## config.mk

```make
export PLATFORM = sky130hd
export DESIGN_NAME = sargantana_hpdc_mem_rd_arb
export DESIGN_NICKNAME = d
export VERILOG_FILES = /design/src/rtl/sargantana_hpdc_mem_rd_arb.sv
export SDC_FILE = /design/constraint.sdc
export NUM_CORES = 1
export LEC_CHECK = 0
export BUFFER_PORTS_ARGS = -buffer_cell sky130_fd_sc_hd__buf_2
export CAP_MARGIN = 30
export CORE_AREA = 4 4 514 516
export DETAILED_ROUTE_END_ITERATION = 16
export DIE_AREA = 0 0 518 520
export SYNTH_ARGS = -nofsm -noshare
export SYNTH_HDL_FRONTEND = slang
export SYNTH_SLANG_ARGS = --single-unit
```

## constraint.sdc

```tcl
create_clock -name clk_i -period 8.3 [get_ports clk_i]
set_clock_uncertainty 0.2 [all_clocks]
set_input_delay 1.66 -clock clk_i [delete_from_list [all_inputs] [get_ports clk_i]]
set_output_delay 1.66 -clock clk_i [all_outputs]
set_load 0.05 [all_outputs]
```

## src/rtl/sargantana_hpdc_mem_rd_arb.sv

```systemverilog
// ---------------------------------------------------------------------------
// sargantana_hpdc_mem_rd_arb
//
// Purpose:
//   Merges the read requests of NREQ requesters onto one memory request
//   channel using round-robin arbitration. The response channel is routed
//   back by the source index carried in the top two bits of the 8-bit TID.
//   Each requester may have at most MAX_OUT reads in flight. A read is in
//   flight from its request handshake until its last response beat.
//
// Ports:
//   clk_i, rst_i          clock and synchronous active-high reset
//   req_*_i / req_ready_o per-requester request channel (flattened vectors)
//   mem_req_*             merged request channel toward memory
//   mem_resp_*            response channel from memory
//   resp_*_o / resp_ready_i per-requester response channel. The payload is
//                         shared by all requesters; only one valid bit is set.
//   bad_tid_o             sticky flag. It is set by a response whose source
//                         index is out of range, or by a counter underflow.
// ---------------------------------------------------------------------------
module sargantana_hpdc_mem_rd_arb #(
  parameter int NREQ    = 3,
  parameter int ADDR_W  = 49,
  parameter int MAX_OUT = 4
) (
  input  logic                     clk_i,
  input  logic                     rst_i,

  input  logic [NREQ-1:0]          req_valid_i,
  output logic [NREQ-1:0]          req_ready_o,
  input  logic [NREQ*ADDR_W-1:0]   req_addr_i,
  input  logic [NREQ*8-1:0]        req_len_i,
  input  logic [NREQ*3-1:0]        req_size_i,
  input  logic [NREQ*6-1:0]        req_id_i,

  output logic                     mem_req_valid_o,
  input  logic                     mem_req_ready_i,
  output logic [ADDR_W-1:0]        mem_req_addr_o,
  output logic [7:0]               mem_req_len_o,
  output logic [2:0]               mem_req_size_o,
  output logic [7:0]               mem_req_id_o,

  input  logic                     mem_resp_valid_i,
  output logic                     mem_resp_ready_o,
  input  logic [7:0]               mem_resp_id_i,
  input  logic [511:0]             mem_resp_data_i,
  input  logic                     mem_resp_last_i,
  input  logic                     mem_resp_error_i,

  output logic [NREQ-1:0]          resp_valid_o,
  input  logic [NREQ-1:0]          resp_ready_i,
  output logic [5:0]               resp_id_o,
  output logic [511:0]             resp_data_o,
  output logic                     resp_last_o,
  output logic                     resp_error_o,

  output logic                     bad_tid_o
);

  localparam logic [3:0] MAX_OUT_L = 4'(MAX_OUT);
  localparam logic [2:0] NREQ_L    = 3'(NREQ);
  // Pointer reset value: the first search starts at index 0.
  localparam logic [1:0] PTR_RST   = 2'(NREQ - 1);

  typedef enum logic {
    IDLE = 1'b0,
    HOLD = 1'b1
  } arb_state_e;

  arb_state_e            state_q;
  logic [1:0]            gnt_q;
  logic [1:0]            ptr_q;
  logic [NREQ-1:0][3:0]  cnt_q;
  logic [NREQ-1:0][3:0]  cnt_d;
  logic                  bad_q;
  logic                  bad_d;

  logic [NREQ-1:0]       elig_s;
  logic [1:0]            pick_s;
  logic                  found_s;
  logic [1:0]            gnt_s;
  logic                  mem_req_valid_s;
  logic                  req_hs_s;

  logic [1:0]            resp_src_s;
  logic                  src_ok_s;
  logic                  sel_ready_s;
  logic                  mem_resp_ready_s;
  logic                  resp_hs_s;

  // Eligibility: the requester is valid and still has outstanding credit.
  always_comb begin
    elig_s = '0;
    for (int i = 0; i < NREQ; i++) begin
      elig_s[i] = req_valid_i[i] && (cnt_q[i] < MAX_OUT_L);
    end
  end

  // Round-robin search. It starts just after the last granted index.
  always_comb begin
    int idx;
    found_s = 1'b0;
    pick_s  = 2'd0;
    idx     = 0;
    for (int k = 1; k <= NREQ; k++) begin
      idx = (int'(ptr_q) + k) % NREQ;
      if (!found_s && elig_s[idx]) begin
        found_s = 1'b1;
        pick_s  = 2'(idx);
      end else begin
        found_s = found_s;
      end
    end
  end

  // While HOLD is active the locked grant wins, whatever the eligibility is.
  assign gnt_s           = (state_q == HOLD) ? gnt_q : pick_s;
  assign mem_req_valid_s = !rst_i && ((state_q == HOLD) || found_s);
  assign req_hs_s        = mem_req_valid_s && mem_req_ready_i;
  assign mem_req_valid_o = mem_req_valid_s;

  // Request ready goes back to the granted requester only.
  always_comb begin
    req_ready_o = '0;
    for (int i = 0; i < NREQ; i++) begin
      req_ready_o[i] = req_hs_s && (gnt_s == 2'(i));
    end
  end

  // Payload mux. The granted index is prepended to the requester id.
  always_comb begin
    mem_req_addr_o = '0;
    mem_req_len_o  = 8'd0;
    mem_req_size_o = 3'd0;
    mem_req_id_o   = 8'd0;
    for (int i = 0; i < NREQ; i++) begin
      if (gnt_s == 2'(i)) begin
        mem_req_addr_o = req_addr_i[i*ADDR_W +: ADDR_W];
        mem_req_len_o  = req_len_i[i*8 +: 8];
        mem_req_size_o = req_size_i[i*3 +: 3];
        mem_req_id_o   = {gnt_s, req_id_i[i*6 +: 6]};
      end else begin
        mem_req_id_o = mem_req_id_o;
      end
    end
  end

  assign resp_src_s = mem_resp_id_i[7:6];
  assign src_ok_s   = ({1'b0, resp_src_s} < NREQ_L);

  // Ready of the addressed requester. An out-of-range source selects nothing.
  always_comb begin
    sel_ready_s = 1'b0;
    for (int i = 0; i < NREQ; i++) begin
      if (resp_src_s == 2'(i)) begin
        sel_ready_s = resp_ready_i[i];
      end else begin
        sel_ready_s = sel_ready_s;
      end
    end
  end

  // A response with an out-of-range source is drained. Reset also forces ready.
  assign mem_resp_ready_s = rst_i || !src_ok_s || sel_ready_s;
  assign mem_resp_ready_o = mem_resp_ready_s;
  assign resp_hs_s        = !rst_i && mem_resp_valid_i && mem_resp_ready_s;

  // Route the response valid to exactly one requester.
  always_comb begin
    resp_valid_o = '0;
    for (int i = 0; i < NREQ; i++) begin
      resp_valid_o[i] = !rst_i && mem_resp_valid_i && src_ok_s && (resp_src_s == 2'(i));
    end
  end

  assign resp_id_o    = mem_resp_id_i[5:0];
  assign resp_data_o  = mem_resp_data_i;
  assign resp_last_o  = mem_resp_last_i;
  assign resp_error_o = mem_resp_error_i;

  // Outstanding counters and the sticky error flag, next state.
  always_comb begin
    logic inc;
    logic dec;
    cnt_d = cnt_q;
    bad_d = bad_q;
    inc   = 1'b0;
    dec   = 1'b0;
    if (resp_hs_s && !src_ok_s) begin
      bad_d = 1'b1;
    end else begin
      bad_d = bad_d;
    end
    for (int i = 0; i < NREQ; i++) begin
      inc = req_hs_s && (gnt_s == 2'(i));
      dec = resp_hs_s && src_ok_s && (resp_src_s == 2'(i)) && mem_resp_last_i;
      if (inc && !dec) begin
        cnt_d[i] = cnt_q[i] + 4'd1;
      end else if (dec && !inc) begin
        // Underflow: the counter saturates at zero and the error is flagged.
        if (cnt_q[i] == 4'd0) begin
          bad_d = 1'b1;
        end else begin
          cnt_d[i] = cnt_q[i] - 4'd1;
        end
      end else begin
        cnt_d[i] = cnt_q[i];
      end
    end
  end

  // Arbiter FSM, round-robin pointer, counters and flag registers.
  always_ff @(posedge clk_i) begin
    if (rst_i) begin
      state_q <= IDLE;
      gnt_q   <= 2'd0;
      ptr_q   <= PTR_RST;
      cnt_q   <= '0;
      bad_q   <= 1'b0;
    end else begin
      cnt_q <= cnt_d;
      bad_q <= bad_d;
      if (req_hs_s) begin
        ptr_q <= gnt_s;
      end
      case (state_q)
        IDLE: begin
          // Lock the grant while the memory side stalls the request.
          if (mem_req_valid_s && !mem_req_ready_i) begin
            state_q <= HOLD;
            gnt_q   <= gnt_s;
          end
        end
        HOLD: begin
          if (mem_req_ready_i) begin
            state_q <= IDLE;
          end
        end
        default: begin
          state_q <= IDLE;
        end
      endcase
    end
  end

  assign bad_tid_o = bad_q;

endmodule

```

**Word-level counts from Yosys, hierarchy flattened**

Cells that the tools add are included.

- Output and inout port bits: 597
- Register bits after elaboration: 18
- Logic and storage cells: 144

- Div/mod/pow operators: 3
- Equality and inequality tests: 7
- Multiplexer cells: 53
- Reductions and logical operators: 57
- Add/sub/neg operators: 9
- $lt $le $gt $ge: 7
- Bitwise gates (word level): 1

Operators with widths:

| operator | count |
|---|---|
| $mux W49 | 3 |
| $lt A32 B4 Y1 const B | 3 |
| $mod A32 B3 Y32 const B | 3 |
| $mux W8 | 6 |
| $mux W4 | 9 |
| $logic_and A1 B1 Y1 | 31 |
| $mux W1 | 24 |
| $add A4 B1 Y4 const B | 3 |
| $logic_not A4 Y1 | 3 |
| $lt A4 B3 Y1 const B | 3 |
| $sub A4 B1 Y4 const B | 3 |
| $logic_not A1 Y1 | 11 |
| $mux W3 | 3 |
| $mux W2 | 4 |
| $reduce_and A2 Y1 | 4 |
| $add A2 B2 Y3 const B | 2 |
| $bmux W1 S2 | 3 |
| $ne A2 B2 Y1 const B | 3 |
| $reduce_bool A2 Y1 | 3 |
| $eq A2 B1 Y1 const B | 2 |
| $eq A2 B2 Y1 const B | 2 |
| $logic_not A2 Y1 | 2 |
| $add A2 B1 Y3 const B | 1 |
| $logic_or A1 B1 Y1 | 3 |
| 3 further kinds | 3 |

**Longest topological paths before layout**

Gate-level depths: netlist (run 1).

- Depth after elaboration: 26
- Depth in mapped cells: 19

**Worst setup path before layout (run 1)**

Ideal clock, no wire load.

- Path kind: in2out
- Start point: in req_valid_i[0]
- End point: out req_ready_o[2]
- Arrival: 4.234 ns
- Stages on the path: 7
- Setup slack: 2.206 ns
- Buffers on the path: 2
- Cells stage by stage: or3b_4 maj3_2 o221a_1 buf_2 nor3_2 clkbuf_1 and3_1

- Word-level cells in the longest chain between the ends: 15
- Elaborated cells between the ends (all ways): 26

RTL lines:

| what | line | source |
|---|---|---|
| start, declared | 29 | `input logic [NREQ-1:0] req_valid_i,` |
| $logic_and A1 B1 Y1 (*) | 95 | `elig_s[i] = req_valid_i[i] && (cnt_q[i] < MAX_OUT_L);` |
| parallel branches: the longest is 13 deep, another holds $bmux W1 S2 | -- |  |
| $logic_and A1 B1 Y1 (*) | 126 | `req_ready_o[i] = req_hs_s && (gnt_s == 2'(i));` |
| end, declared | 30 | `output logic [NREQ-1:0] req_ready_o,` |

Mark *: on every way between the ends. The select of a mux whose other input is x is not followed.

**Worst setup path after layout (run 1)**

- Start point: in req_valid_i[0]
- End point: out mem_req_addr_o[40]

- Word-level cells in the longest chain between the ends: 16
- Elaborated cells between the ends (all ways): 26

RTL lines:

| what | line | source |
|---|---|---|
| $logic_and A1 B1 Y1 (*) | 95 |  |
| $bmux W1 S2 | 107 | `if (!found_s && elig_s[idx]) begin` |
| $mux W1 (not written as such) (2 in series) | 107 |  |
| $mux W1 | 107 |  |
| $logic_not A1 Y1 | 107 |  |
| $logic_and A1 B1 Y1 | 107 |  |
| $mux W1 | 107 |  |
| $logic_not A1 Y1 | 107 |  |
| $logic_and A1 B1 Y1 | 107 |  |
| $mux W2 (*) | 107 |  |
| $mux W2 (*) | 117 | `assign gnt_s = (state_q == HOLD) ? gnt_q : pick_s;` |
| $logic_not A2 Y1 | 137 | `if (gnt_s == 2'(i)) begin` |
| $mux W49 (2 in series) | 137 |  |
| $mux W49 (*) | 137 |  |
| end, declared | 38 | `output logic [ADDR_W-1:0] mem_req_addr_o,` |

Every way passes the cells marked *; elsewhere a longest branch is shown, timed or not. The select of a mux whose other input is x is not followed.

==> results.md, run 1 <==
- Outcome: finished clean
- WHS Endpoint: gnt_q[0]
- Commonest cells after routing, fill and taps aside: buf_2, nand2_1, and3_1
- CTS HTree Levels: 1
- Max Slew Vio Count: 0
- Lkg Pwr: 2.762 nW
- Vias: 7086
- DRT Pass-1 Iters: 5
- Filler cell count: 30990
- Final min period: about 7 ns
- Unrepaired setup endpoints after global routing: false
- Final TNS setup: 0 ns
- Die Area: roughly 270000 um^2
- Core area: 259200 um^2
- Final count of hold timing violations: 0
- # IOs: about 1300
- Grt ovf: 0
- Arr. time, crit path: just under 5 ns
- Aggregate routed wire length: approximately 220000 um
- Max_cap viols: 0
- Worst setup SP type: input port
- Total CTS buffers: 3
- Mapped Area: about 7300 um^2
- HP Start: gnt_q[0]
- PwrDens: 149.7 nW/um^2
- Largest net degree at the start of global routing: 89
- Vias per cell: 1.707
- Starting Density: 0.02816
- Post-DRT Antenna Nets: 0
- R2R setup slack: 4.05 ns
- # setup viols final: 0
- Setup Fix Bufs, Post-CTS: 0
- CP Class: in2out
- Yosys warns: 0
- Worst-path clk slew: 0.05 ns
- Final #Nets: 1491
- Worst Hold Class: reg2reg
- Max Fanout on Critical Path: 27
- Max-slew headroom: 0.3655
- Worst-Skew Late Latency: 0.25 ns
- Syn Nets: approximately 1800
- Layout cells sized above 1: 0.4394
- Sequential area share after synthesis: 0.04936
- FF-to-FF Start: ptr_q[0]
- Fin crit share: 0.8217
- Synth Area per Inst: between 7 and 8 um^2
- Worst EP required: 6.44 ns
- GP Congestion: 0.8987
- R2R depth: 14
- Netlist cell types: 48
- Syn-to-layout area delta: 25.52%
- Vias in the first global route: 6932
- Synth Instances: 1017
- 1st-iter DRT viols: 498
- Synth Flop Type: dfxtp_1
- IO buf count: 288
- Site row count: 187
- Die Width: 518 um
- Final WS setup: 1.480 ns
- Worst-margin pin slew: 0.9518 ns
- Commonest non-fill, non-tap cell in the layout: buf_2
- Reg-to-reg endpoint: cnt_q[7]
- Initial antenna violation count: 55
- Worst vdd ir: 0.09108 mV
- Clock buffer depth: 2
- First-pass GRT wire length: 233100 um
- Number of remaining DRC errors: 0
- Area leader, netlist: buf_4
- Post_cts resized: 0
- Seq cells post-synth: 18
- Drt wl/cell: 51.85 um
- Max frequency: 146.6 MHz
- Cts hold-fix bufs: 0
- Number of enable flip-flop cells after synthesis: 0
- Critical Path End Type: output pin
- Clock sinks: 18
- Placement Setup Slack: 1.479 ns
- Dpl hpwl: 207600 um
- Total power: 1.372 mW
- Root Buffer Master: clkbuf_16
- CTS tree: yes
- Top cells by area, synth: buf_4, a221o_1, and3_1, nor4_1, dfxtp_1
- Top cell type's share of synthesized area: 0.5347
- Die height: 520 um
- GR Util All Layers: 0.1528
- Hold Path Stages: 2
- Async SR Flop Fraction: 0
per-stage QoR:
stage                  util  std cells  cell area, um^2  hold slack, ns
floorplan                 -       1017             7301          0.2445
global placement    0.03461       4134             8972          0.2621
detailed placement  0.03488       4140             9041          0.2685
CTS                 0.03516       4143             9116          0.2756
global route        0.03528       4145             9146          0.3428
finish              0.03535       4152             9164          0.2988
worst max-delay path, cell delays in order:
cell,delay (ns)
buf_2,0.07
or3b_4,0.38
a211oi_1,0.51
nor3_2,0.13
buf_4,0.29
buf_4,0.35
nor4_1,0.75
a221o_1,0.31
buf_2,0.37
registers in the layout, summed over array words and instances (netlist names):
| register | count |
|---|---|
| cnt_q | 12 |
| bad_tid_o | 1 |
| gnt_q | 2 |
| state_q | 1 |
| ptr_q | 2 |
worst max-delay path by stage:
stage | end | cells after the start | start
after floorplan | req_ready_o[2] | 7 | req_valid_i[0]
after global placement | mem_req_addr_o[17] | 8 | req_valid_i[0]
after detailed placement | mem_req_addr_o[40] | 9 | req_valid_i[0]
after CTS | mem_req_addr_o[40] | 9 | req_valid_i[0]
after global routing | mem_req_addr_o[40] | 9 | req_valid_i[0]
final | mem_req_addr_o[40] | 9 | req_valid_i[0]
cell families after synthesis:
logic type | synth area share
XOR/XNOR | 0.007198
AO/OA/AOI/OAI | 0.1248
AND/OR/NAND/NOR | 0.2003
buffers and inverters | 0.5760
multiplexers | 0.008569
flip-flops | 0.04936
adder cells (fa/ha/maj) | 0.03376
Yosys cell counts, types with 4 or more instances:
cell type,number
clkbuf_1,56
nand2_1,78
ha_1,14
buf_4,520
a21oi_1,13
nor3_1,5
xnor2_1,6
or4_1,5
nor4_1,67
mux2i_1,4
buf_2,4
and3_1,67
inv_1,9
nor2_1,20
a221o_1,66
dfxtp_1,18
o21ai_0,6
nand2b_1,5
nand3_1,6
a211oi_1,5
area by class of cell:
type                    instances  area (um^2)  share of cell area
diodes                          8        20.02            0.002185
flip-flops and latches         18        360.3             0.03932
inverters                       9        33.78            0.003687
clock buffers                   3        75.07            0.008192
well taps                    3402         4257              0.4645
repair buffers                306         1620              0.1768
multi-input cells             406         2798              0.3053
routing by layer:
| metal | global-route usage | share of wire | vias up |
|---|---|---|---|
| met3 | 0.2921 | 0.41 | 215 |
| met5 | 0.005792 | 0.0015 | - |
| met4 | 0.02838 | 0.022 | 24 |
| li1 | - | - | 2449 |
| met2 | 0.2341 | 0.43 | 1547 |
| met1 | 0.06242 | 0.14 | 2851 |
report_power, final:
group | leakage (nW) | switching [mW] | internal, mW
Combinational | 2.58 | 0.936 | 0.242
Sequential | 0.146 | 0.00529 | 0.0912
Clock | 0.0370 | 0.0329 | 0.0634
Total | 2.76 | 0.975 | 0.397
Power figures use the tool's default switching activity.
==> run 2, diff against run 1 <==
ABC_AREA = 1   (was default)
CORE_AREA = 4 4 519 521   (was 4 4 514 516)
DIE_AREA = 0 0 523 525   (was 0 0 518 520)
clock period = 6.65 ns   (was 8.3 ns; I/O delays follow)
==> run 2 against run 1 <==
Effect of this change: core utilization is 0.10 points lower; cell area is 0.93% lower; worst setup slack worse by 0.71 ns; area after synthesis is 2.6% lower; combinational power is 140% higher; first-iteration DRC count is 40% lower; sequential cell count stayed put; highest routed layer unchanged.
==> results.md, run 2 <==
- Final TNS setup: 0 ns
- Unrepaired setup endpoints after global routing: false
- Worst Hold Class: reg2reg
- Worst-margin pin slew: 0.8931 ns
- Post-Synth Adder-Cell Area: 0.03308
- Post_cts resized: 0
- Commonest cells after routing, fill and taps aside: buf_2, nand3_1, nand4_1
- Reg area: 360.3 um^2
- PwrDens: 344.3 nW/um^2
- Top cell type's share of synthesized area: 0.5605
- First-pass GRT wire length: 237500 um
- Final std cells w/o fill: 4337
- Root Buffer Master: clkbuf_16
- CTS tree: yes
- CTS HTree Levels: 1
- Worst-Skew Late Latency: about 0.25 ns
- Sequential area share after synthesis: 0.05067
- Clock buffer depth: 2
- Switch Pwr: 2.473 mW
- FF-to-FF Start: ptr_q[1]
- Fin crit share: 0.8838
- Core area: ~260000 um^2
- Max reg flops: 12
- Final min period: ~5.9 ns
- Regs by FF count: cnt_q x12, gnt_q x2, ptr_q x2
- Cts hold-fix bufs: 0
- Starting Density: 0.02688
- Post-DRT Antenna Nets: 0
- DRT Pass-1 Iters: 5
- Worst vdd ir: 0.2909 mV
- Max frequency: approximately 170 MHz
- GR Util All Layers: 0.1542
- Layout Cell Area excl Fill: a little over 9000 um^2
- 1st-iter DRT viols: 298
- Mapped Area: 7112 um^2
- Setup Fix Bufs, Post-CTS: 0
- Filler cell count: approximately 32000
- R2R setup slack: 1.79 ns
- Fin Hold WS: 0.2692 ns
- Largest family of logic cells by synthesized area: buffers and inverters
- Worst-path clk slew: 0.06 ns
- Max_cap viols: 0
- Die height: 525 um
- GP Congestion: between 0.8 and 0.9
- Site row count: approximately 190
- Seq cells post-synth: 18
- Simple-gate share of the synthesized area: 0.2607
- XOR/XNOR Fraction of Synth Area: 0.003695
- Worst EP required: 5.12 ns
- Internal: around 0.65 mW
- Max Fanout on Critical Path: 41
- Area after DPL: just under 9000 um^2
- Vias per cell: 1.566
- Commonest cells post-synth: buf_4, nand3_1, nand4_1
- Top cells by area, synth: buf_4, nand3_1, nand4_1, dfxtp_1, ha_1
- Compound-Gate Fraction of Synth Area: 0.03431
- Syn Nets: 1791
- Sequential power share: 0.040
- # setup viols final: 0
- Critical Path End Type: output pin
- Final #Nets: 1527
- Dpl hpwl: 216700 um
- Largest net degree at the start of global routing: 67
- Max-slew headroom: 0.4046
- Arr. time, crit path: 4.35 ns
- CP Class: in2out
- Lkg Pwr: between 2 and 3 nW
- Sw Ratio: 0.7910
- # IOs: 1327
- Combinational share of power: 0.916
- Die Width: 523 um
- Crit path to: mem_req_addr_o[26]
- Largest register by flop count: cnt_q
- Die Area: 274600 um^2
- Grt ovf: 0
- Max Slew Vio Count: 0
- Clock sinks: 18
- R2R depth: 23
- Area leader, netlist: buf_4
- Worst setup SP type: input port
- Synth Area per Inst: 6.812 um^2
- Vias: between 6000 and 7000
- Yosys warns: 0
- Initial antenna violation count: 53
- Most common cell in the synthesized netlist: buf_4
- Total CTS buffers: 3
- Aggregate routed wire length: 222600 um
- Drt wl/cell: a little over 50 um
- Final count of hold timing violations: 0
- Reg-to-reg endpoint: cnt_q[7]
- DP Cell Count: 4308
- Outcome: finished clean
- Synth Instances: 1044
- Synth Flop Type: dfxtp_1
- Async SR Flop Fraction: 0
- Number of enable flip-flop cells after synthesis: 0
- Layout cells sized above 1: 0.4288
- Number of remaining DRC errors: 0
- Clock power share: 0.044
- CP startpoint: req_valid_i[0]
- Mux cell area share after synthesis: 0
- Netlist cell types: 29
- Commonest non-fill, non-tap cell in the layout: buf_2
- Vias in the first global route: around 6600
- Multi-input gate area: 2402 um^2
- Syn-to-layout area delta: 27.66%
- IO buf count: 288
-- run 2: cell types whose count changed after synthesis, sizes merged, moves of 6 or more --
cell    previous run  this run
nor4              67         0
clkbuf            56         8
inv                9        44
nand2             78        32
o21ai              6        12
a21oi             13        19
nor2              20        35
nand4              2        71
buf              528       562
nand3              6       211
and3              67         0
a221o             66         0
-- run 2: worst min-delay path by stage --
stage	startpoint	endpoint	slack, ns	depth (start not counted)
finish	gnt_q[1]	gnt_q[1]	0.27	2
global route	gnt_q[1]	gnt_q[1]	0.32	2
CTS	gnt_q[1]	gnt_q[1]	0.27	2
detailed placement	gnt_q[1]	gnt_q[1]	0.26	2
global placement	gnt_q[1]	gnt_q[1]	0.26	2
floorplan	gnt_q[0]	gnt_q[0]	0.25	2
-- run 2: power groups by stage --
| stage | sequential [mW] | clock [mW] | combinational [mW] |
|---|---|---|---|
| finish | 0.126 | 0.137 | 2.86 |
| global route | 0.128 | 0.144 | 3.00 |
| CTS | 0.126 | 0.141 | 2.99 |
| detailed placement | 0.129 | 0 | 2.98 |
| global placement | 0.129 | 0 | 2.99 |
| floorplan | 0.126 | 0 | 2.32 |
-- run 2: area by class of cell --
class / instances / area share
inverters: 44 / 0.01847
clock buffers: 4 / 0.009785
flip-flops and latches: 18 / 0.03969
well taps: 3533 / 0.4869
diodes: 25 / 0.006891
multi-input cells: 412 / 0.2646
repair buffers: 301 / 0.1736
-- run 2: cell families (layout without fill, tap and decap cells) --
logic type / Yosys count / in the layout
flip-flops: 18 / 18
XOR/XNOR: 3 / 3
AO/OA/AOI/OAI: 41 / 41
AND/OR/NAND/NOR: 351 / 351
other: 0 / 25
adder cells (fa/ha/maj): 17 / 17
buffers and inverters: 614 / 349
-- run 2: worst max-delay path, stage by stage --
cell and delay (ns):
buf_2 0.12, nand3_1 0.11, nand2_1 0.09, a21oi_2 0.17, nand4_1 0.10, nand2_1 0.23, nand2_8 0.26, inv_4 0.39
buf_4 0.42, nand3_1 0.36, nand3_1 0.26, buf_2 0.35
-- run 2: layer usage --
layer  GRT usage  wire (um)  share of wire
met5           0        156        0.00070
met4     0.03555       6491          0.029
met3      0.3044      94300           0.42
met2      0.2309      92280           0.41
met1     0.05891      29380           0.13
-- run 2: per-stage QoR --
step | setup slack (ns) | util | power [mW]
2_1_floorplan | 2.198 | - | 2.441
3_3_place_gp | 0.6438 | 0.03374 | 3.117
3_5_place_dp | 0.6838 | 0.03374 | 3.109
4_1_cts | 0.6809 | 0.03407 | 3.255
5_1_grt | 0.6852 | 0.03419 | 3.269
6_report | 0.7725 | 0.03431 | 3.126
